--- src/rtl/modexp_arb_pkg.sv ---
// rtl/modexp_arb_pkg.sv - shared types and constants for the modexp arbiter
package modexp_arb_pkg;

    typedef enum logic [1:0] {
        ARB_IDLE  = 2'd0,
        ARB_ISSUE = 2'd1,
        ARB_WAIT  = 2'd2
    } arb_state_t;

    localparam int PERF_CNT_W = 16;

endpackage

--- src/rtl/rr_picker.sv ---
// rtl/rr_picker.sv - combinational round-robin picker
//   req_i       : request vector
//   ptr_i       : index with highest priority this round
//   grant_o     : one-hot winner
//   grant_idx_o : binary winner index
//   any_o       : at least one request present
module rr_picker #(
    parameter int  N  = 4,
    localparam int IW = (N > 1) ? $clog2(N) : 1
) (
    input  logic [N-1:0]  req_i,
    input  logic [IW-1:0] ptr_i,
    output logic [N-1:0]  grant_o,
    output logic [IW-1:0] grant_idx_o,
    output logic          any_o
);

    logic [IW:0]   sum;
    logic [IW-1:0] k;

    // Scan ptr, ptr+1, ... with wrap; the first set bit wins.
    always_comb begin
        grant_o     = '0;
        grant_idx_o = '0;
        any_o       = 1'b0;
        sum         = '0;
        k           = '0;
        for (int i = 0; i < N; i++) begin
            sum = {1'b0, ptr_i} + (IW+1)'(i);
            if (sum >= (IW+1)'(N)) begin
                sum = sum - (IW+1)'(N);
            end
            k = sum[IW-1:0];
            if (!any_o && req_i[k]) begin
                any_o       = 1'b1;
                grant_o[k]  = 1'b1;
                grant_idx_o = k;
            end
        end
    end

endmodule

--- src/rtl/modexp_arbiter.sv ---
// rtl/modexp_arbiter.sv - round-robin arbiter sharing one modexp engine
//   Optional feature macro: MODEXP_ARB_PERF_EN (adds done_count_out).
//   clk_in / rst_in            : clock, synchronous active-high reset
//   req_in, req_*_in           : per-requester request level and operands
//   ack_out                    : one-hot pulse, operands captured
//   result_out/_id_out/_valid  : engine result tagged with requester id
//   busy_out                   : operation in flight
//   eng_*_out / eng_*_in       : handshake and operands to/from the engine
//   done_count_out             : per-requester saturating completion counts
module modexp_arbiter
    import modexp_arb_pkg::*;
#(
    parameter int  WIDTH   = 16,
    parameter int  NUM_REQ = 4,
    localparam int ID_W    = $clog2(NUM_REQ)
) (
    input  logic                            clk_in,
    input  logic                            rst_in,
    input  logic [NUM_REQ-1:0]              req_in,
    input  logic [NUM_REQ-1:0][WIDTH-1:0]   req_value_in,
    input  logic [NUM_REQ-1:0][WIDTH-1:0]   req_exponent_in,
    input  logic [NUM_REQ-1:0][WIDTH-1:0]   req_modulus_in,
    output logic [NUM_REQ-1:0]              ack_out,
    output logic [WIDTH-1:0]                result_out,
    output logic [ID_W-1:0]                 result_id_out,
    output logic                            result_valid_out,
    output logic                            busy_out,
    output logic                            eng_ready_out,
    output logic [WIDTH-1:0]                eng_value_out,
    output logic [WIDTH-1:0]                eng_exponent_out,
    output logic [WIDTH-1:0]                eng_modulus_out,
    input  logic                            eng_busy_in,
    input  logic                            eng_valid_in,
    input  logic [WIDTH-1:0]                eng_value_in
`ifdef MODEXP_ARB_PERF_EN
    ,
    output logic [NUM_REQ-1:0][PERF_CNT_W-1:0] done_count_out
`endif
);

    arb_state_t          state_q;
    logic [ID_W-1:0]     rr_ptr_q;
    logic [ID_W-1:0]     gid_q;
    logic [NUM_REQ-1:0]  ack_q;
    logic                busy_q;
    logic                eng_ready_q;
    logic [WIDTH-1:0]    eng_value_q;
    logic [WIDTH-1:0]    eng_exponent_q;
    logic [WIDTH-1:0]    eng_modulus_q;
    logic [WIDTH-1:0]    result_q;
    logic [ID_W-1:0]     result_id_q;
    logic                result_valid_q;

    logic [NUM_REQ-1:0]  pick_grant;
    logic [ID_W-1:0]     pick_idx;
    logic                pick_any;
    logic [ID_W-1:0]     rr_ptr_d;

    rr_picker #(.N(NUM_REQ)) u_picker (
        .req_i       (req_in),
        .ptr_i       (rr_ptr_q),
        .grant_o     (pick_grant),
        .grant_idx_o (pick_idx),
        .any_o       (pick_any)
    );

    // Priority moves to the requester just after the one served.
    assign rr_ptr_d = (gid_q == ID_W'(NUM_REQ - 1)) ? '0 : gid_q + 1'b1;

    always_ff @(posedge clk_in) begin
        if (rst_in) begin
            state_q        <= ARB_IDLE;
            rr_ptr_q       <= '0;
            gid_q          <= '0;
            ack_q          <= '0;
            busy_q         <= 1'b0;
            eng_ready_q    <= 1'b0;
            eng_value_q    <= '0;
            eng_exponent_q <= '0;
            eng_modulus_q  <= '0;
            result_q       <= '0;
            result_id_q    <= '0;
            result_valid_q <= 1'b0;
        end else begin
            ack_q          <= '0;
            eng_ready_q    <= 1'b0;
            result_valid_q <= 1'b0;
            case (state_q)
                ARB_IDLE: begin
                    if (pick_any && !eng_busy_in) begin
                        ack_q          <= pick_grant;
                        eng_value_q    <= req_value_in[pick_idx];
                        eng_exponent_q <= req_exponent_in[pick_idx];
                        eng_modulus_q  <= req_modulus_in[pick_idx];
                        gid_q          <= pick_idx;
                        busy_q         <= 1'b1;
                        // Ready is registered so it is high exactly in ISSUE.
                        eng_ready_q    <= 1'b1;
                        state_q        <= ARB_ISSUE;
                    end
                end
                ARB_ISSUE: begin
                    state_q <= ARB_WAIT;
                end
                ARB_WAIT: begin
                    // Engine busy is not trusted here; only valid ends the run.
                    if (eng_valid_in) begin
                        result_q       <= eng_value_in;
                        result_id_q    <= gid_q;
                        result_valid_q <= 1'b1;
                        rr_ptr_q       <= rr_ptr_d;
                        busy_q         <= 1'b0;
                        state_q        <= ARB_IDLE;
                    end
                end
                default: begin
                    state_q <= ARB_IDLE;
                end
            endcase
        end
    end

    assign ack_out          = ack_q;
    assign result_out       = result_q;
    assign result_id_out    = result_id_q;
    assign result_valid_out = result_valid_q;
    assign busy_out         = busy_q;
    assign eng_ready_out    = eng_ready_q;
    assign eng_value_out    = eng_value_q;
    assign eng_exponent_out = eng_exponent_q;
    assign eng_modulus_out  = eng_modulus_q;

`ifdef MODEXP_ARB_PERF_EN
    logic [NUM_REQ-1:0][PERF_CNT_W-1:0] perf_cnt_q;

    always_ff @(posedge clk_in) begin
        if (rst_in) begin
            perf_cnt_q <= '0;
        end else if (result_valid_q && (perf_cnt_q[result_id_q] != '1)) begin
            perf_cnt_q[result_id_q] <= perf_cnt_q[result_id_q] + 1'b1;
        end
    end

    assign done_count_out = perf_cnt_q;
`endif

endmodule

--- config.mk ---
export PLATFORM = sky130hd
export DESIGN_NAME = modexp_arbiter
export DESIGN_NICKNAME = d
export VERILOG_FILES = /design/src/rtl/modexp_arb_pkg.sv /design/src/rtl/rr_picker.sv /design/src/rtl/modexp_arbiter.sv
export SDC_FILE = /design/constraint.sdc
export NUM_CORES = 1
export LEC_CHECK = 0
export ABC_AREA = 1
export BUFFER_PORTS_ARGS = -buffer_cell sky130_fd_sc_hd__buf_2
export CORE_ASPECT_RATIO = 0.5
export CORE_MARGIN = 2
export CORE_UTILIZATION = 45
export DETAILED_ROUTE_END_ITERATION = 8
export GPL_ROUTABILITY_DRIVEN = 0
export PLACE_DENSITY = 0.83
export SKIP_LAST_GASP = 1
export SYNTH_ARGS = -nofsm -noshare
export SYNTH_HDL_FRONTEND = slang
export SYNTH_HIERARCHICAL = 1
export SYNTH_SLANG_ARGS = --single-unit
--- constraint.sdc ---
create_clock -name clk_in -period 3.2 [get_ports clk_in]
set_input_delay 0 -clock clk_in [delete_from_list [all_inputs] [get_ports clk_in]]
set_output_delay 0 -clock clk_in [all_outputs]
set_load 0.005 [all_outputs]
==> flow_results.org <==
** Timing
- Post-route clock period utilization :: 90.4%
- Fmax achieved :: between 300 and 400 MHz
- The final count of pins violating max slew came to 0.
- The final hold violation count was 0.
- The worst pin sits at a relative slew slack of around 62%.
- PnR worst setup slack :: 0.306 ns
- # setup viols final :: 0
- Transition at the pin with the smallest max-transition slack :: between 0.5 and 0.6 ns
- The smallest clock period supported by the final layout is computed as 2.89 ns.
- RSZ-0062 raised after global routing :: no
- Clock skew on the completed layout was measured at roughly 0.0085 ns.
- Adding up every negative setup slack in the final design gives 0 ns.

** Synth
- After synthesis, the largest family of logic cells by area is simple AND/OR/NAND/NOR gates.
- Fraction of synthesized cell area taken by the top area cell type :: 30.8%
- Multiplexer share of the synthesized area :: 0%
- Summing every instance area after synthesis gives 5140 µm².
- Most area-consuming cells after synthesis :: dfxtp_1 31%, nand2_1 27%, nand3_1 14%, inv_1 8.9%, a21oi_1 5.6%
- Cell taking the most area after synthesis :: dfxtp_1
- Flop and latch count out of synthesis :: between 70 and 80
- The commonest cells after synthesis are 373 x nand2_1, 139 x nand3_1, 122 x inv_1, 79 x dfxtp_1, 57 x a21oi_1.
- Synth async-reset ratio :: 0%
- Number of warnings reported in the yosys synthesis log :: 6
- Of the total synthesized cell area, the portion taken by AND, OR, NAND and NOR gates is roughly 45%.
- Avg Synthesized Cell Area :: 5.84 µm²
- Proportion of synthesized chip area in sequential cells :: between 30 and 40%
- Adder-cell area share of the yosys netlist :: between 1 and 1.5%
- In this run, synthesis inferred 0 flip-flops with an integrated enable.
- Count of distinct cell types in the synthesized netlist :: 26
- Most repeated cell in the gate-level netlist after synthesis :: nand2_1
- For this run, the leading register cell type out of synthesis is dfxtp_1.
- Xor and xnor area share after synthesis :: 0%
- Counting every instance in the synthesized netlist gives between 800 and 900.
- Summing the areas of all compound-gate instances in the mapped netlist gives under 10% of the synthesized area.
- When the netlist entered floorplanning its net count stood at between 1000 and 1500.

** Floorplanning
- The core region is about 11000 µm².
- The floorplan has 27 rows.
- Boundary Pins :: roughly 290
- From left edge to right edge, the die measures roughly 160 µm.
- For this configuration, the core starts out at a cell density of a little under half.
- Overall die area :: 12300 µm²
- Vertical die dimension :: 79.6 µm

** Clock network
- The tree is rooted in a clkbuf_16.
- Buffers added to address setup during post-CTS repair amount to 0.
- TritonCTS built the clock tree.
- At the later pin of the worst-skew pair, clock insertion delay measures between 0.3 and 0.4 ns.
- Clock-pin slew was measured on the worst setup and hold paths at ~0.070 ns.
- In this run, post-CTS repair resized a total of 0 instances.
- The longest clock path from root to sink contains 2 buffers.
- Number of sinks handled by clock tree synthesis :: between 70 and 80
- H-tree levels :: 3
- TritonCTS buffer count :: 9

** Worst setup path
- Critical path data required time :: roughly 3.5 ns
- Depth of the most critical reg-to-reg path :: 13
- Crit end category :: register
- The worst register-to-register path begins at rr_ptr_q[0].
- Crit path max-delay cell type :: dfxtp_1
- Across all register-to-register paths, the minimum setup slack is ~0.31 ns.
- At the worst endpoint, the arrival time is roughly 3.2 ns.
- Longest individual stage delay on the worst path :: between 0.5 and 0.6 ns
- Cell breakdown of the critical path :: inv_2 -> ha_1 -> inv_1 -> nand3_1 -> nand2_1 -> nor2_1 -> a21oi_1 -> nand3_4 -> buf_12 -> nand2_1 -> nand3_1 -> nand2_1 -> a21oi_1
- The worst register-to-register path ends at eng_value_out[5].
- Type of origin of the critical path :: register
- Kind of critical path :: register to register
- Of all nets on the critical path, the largest fanout is 97.
- Worst path most repeated cell :: nand2_1
- Capture point of the worst path :: eng_value_out[5]
- Worst setup path startpoint :: rr_ptr_q[0]

** Routing
- The detail route stage leaves a number of antenna-violating nets equal to 0.
- Detailed-route DRC error count :: 0
- Routed WL per cell :: between 10 and 15 µm
- Detailed-routed wire length on met2 :: approximately 8000 µm
- The final route contains 6362 vias.
- After detailed routing, the total wire length is 16100 µm.
- Routed vias/inst :: a little under 5
- Uppermost layer routed :: met4
- Number of DRC markers in iteration 0 :: 385
- First-pass iteration count of the detailed router :: 5
- For this block, wires on met1 add up to 6740 µm.
- Wire segments on met3 add up to approximately 870 µm in the final route.

** GRT
- Global-route usage over all layers :: between 20% and 30%
- Number of global-route vias before repair :: roughly 5700
- The initial antenna violation count is 1.
- The first global-routing pass estimated 25200 µm of wire.
- Global route overflow :: 0
- Largest net degree at the start of global routing :: 98

** Place
- Minimum setup slack after placement :: roughly 0.39 ns
- Summed over all nets, the half-perimeter wirelength after detailed placement is 11600 µm.
- Port bufs :: around 290

** Pwr
- Worst voltage drop across the vdd grid :: 0.000257 V
- Summed over all cells, the static leakage comes to 4.23 nW.
- Power spread over the standard cell area amounts to 440 nW/µm².

** Layout
- Layout fillers :: around 1000
- At the end of the flow, the number of nets in the layout was 1375.
- Relative to the synthesized area, the layout overhead comes to 37.2%.
- The post-route netlist has a little under 30% of its cells at a drive strength greater than 1.

** Flow run
- Number of violations of the max-capacitance limit :: 0

** Status
- The flow ran to the end, and the final reports show no timing, DRC or antenna violations.

** Hold path
- In this run the worst hold path is classified as input pin to register.
cell type report:
cell class | count | area (µm²) | share of cell area, %
inverters | 127 | 479 | 6.80
clock inverters | 7 | 62.6 | 0.888
flip-flops and latches | 79 | 1580 | 22.4
clock buffers | 9 | 225 | 3.20
multi-input cells | 620 | 2770 | 39.3
well taps | 145 | 181 | 2.57
repair buffers | 316 | 1740 | 24.7
diodes | 1 | 2.50 | 0.0355
state kept, by name, summed over array words and instances (netlist names), 2 cells and up:
| register | count |
|---|---|
| rr_ptr_q | 2 |
| eng_modulus_out | 16 |
| result_id_out | 2 |
| state_q | 2 |
| result_out | 16 |
| eng_exponent_out | 16 |
| gid_q | 2 |
| ack_out | 4 |
| eng_value_out | 16 |
how the worst min path moves through the flow:
stage                                to          startpoint  depth (start not counted)  slack [ns]
finish                 eng_value_out[5]    req_value_in[37]                          5        0.02
detailed placement       result_out[14]    eng_value_in[14]                          3        0.20
global placement          result_out[3]     eng_value_in[3]                          3        0.19
global route        eng_exponent_out[1]  req_exponent_in[1]                          5        0.03
CTS                    eng_value_out[0]    req_value_in[32]                          5        0.01
floorplan                 result_out[0]     eng_value_in[0]                          2        0.10
worst max-delay path: cells and delay by family (launching register included):
| kind | cells | cell delay, ns |
|---|---|---|
| flip-flops | 1 | 0.53 |
| AO/OA/AOI/OAI | 2 | 0.28 |
| adder cells (fa/ha/maj) | 1 | 0.40 |
| buffers and inverters | 3 | 0.58 |
| AND/OR/NAND/NOR | 7 | 0.93 |
timing repair:
action | CTS | global route
hold endpoints to repair | 17 | 0
hold buffers | 17 | 0
endpoints found under the setup margin | 0 | 0
layout by cell type, fill, tap and decap left out, drive strengths merged:
| cell | netlist | final |
|---|---|---|
| nand2 | 382 | 382 |
| buf | 50 | 299 |
| nand3 | 141 | 141 |
| inv | 127 | 131 |
| dfxtp | 79 | 79 |
| a21oi | 57 | 57 |
| nor2 | 19 | 19 |
| dlygate4sd3 | 0 | 17 |
| clkbuf | 4 | 9 |
| nand4 | 7 | 7 |
| ha | 6 | 6 |
| a21boi | 4 | 4 |
| o21ai | 3 | 3 |
| clkinvlp | 0 | 3 |
| diode | 0 | 1 |
| o21a | 1 | 1 |
stage by stage:
stage               cell area (µm²)  utilization [%]  hold slack, ns  power (mW)  cells
global placement               6590             59.6           0.191        2.09   1270
floorplan                      5140                -           0.103        1.78    880
finish                         7050             63.8          0.0201        3.10   1304
global route                   7050             63.8          0.0284        3.30   1304
detailed placement             6590             59.6           0.197        2.11   1270
CTS                            7050             63.8          0.0109        3.13   1303
report_power, final:
group | internal (mW) | switching (mW)
Clock | 0.542 | 0.448
Combinational | 0.411 | 0.583
Sequential | 1.07 | 0.0470
logic make-up (layout without fill, tap and decap cells):
family / after synthesis / count (layout)
compound gates: 65 / 65
fa+ha+maj: 6 / 6
buf+inv: 181 / 459
flops: 79 / 79
other cells: 0 / 1
simple gates: 549 / 549
routing by layer:
metal,vias up,GRT usage (%)
li1,3250,-
met1,2834,28.4
met2,236,45.5
met3,42,5.97
met4,0,8.98
met5,-,0
Note: power is estimated with default switching activity, not from simulation.
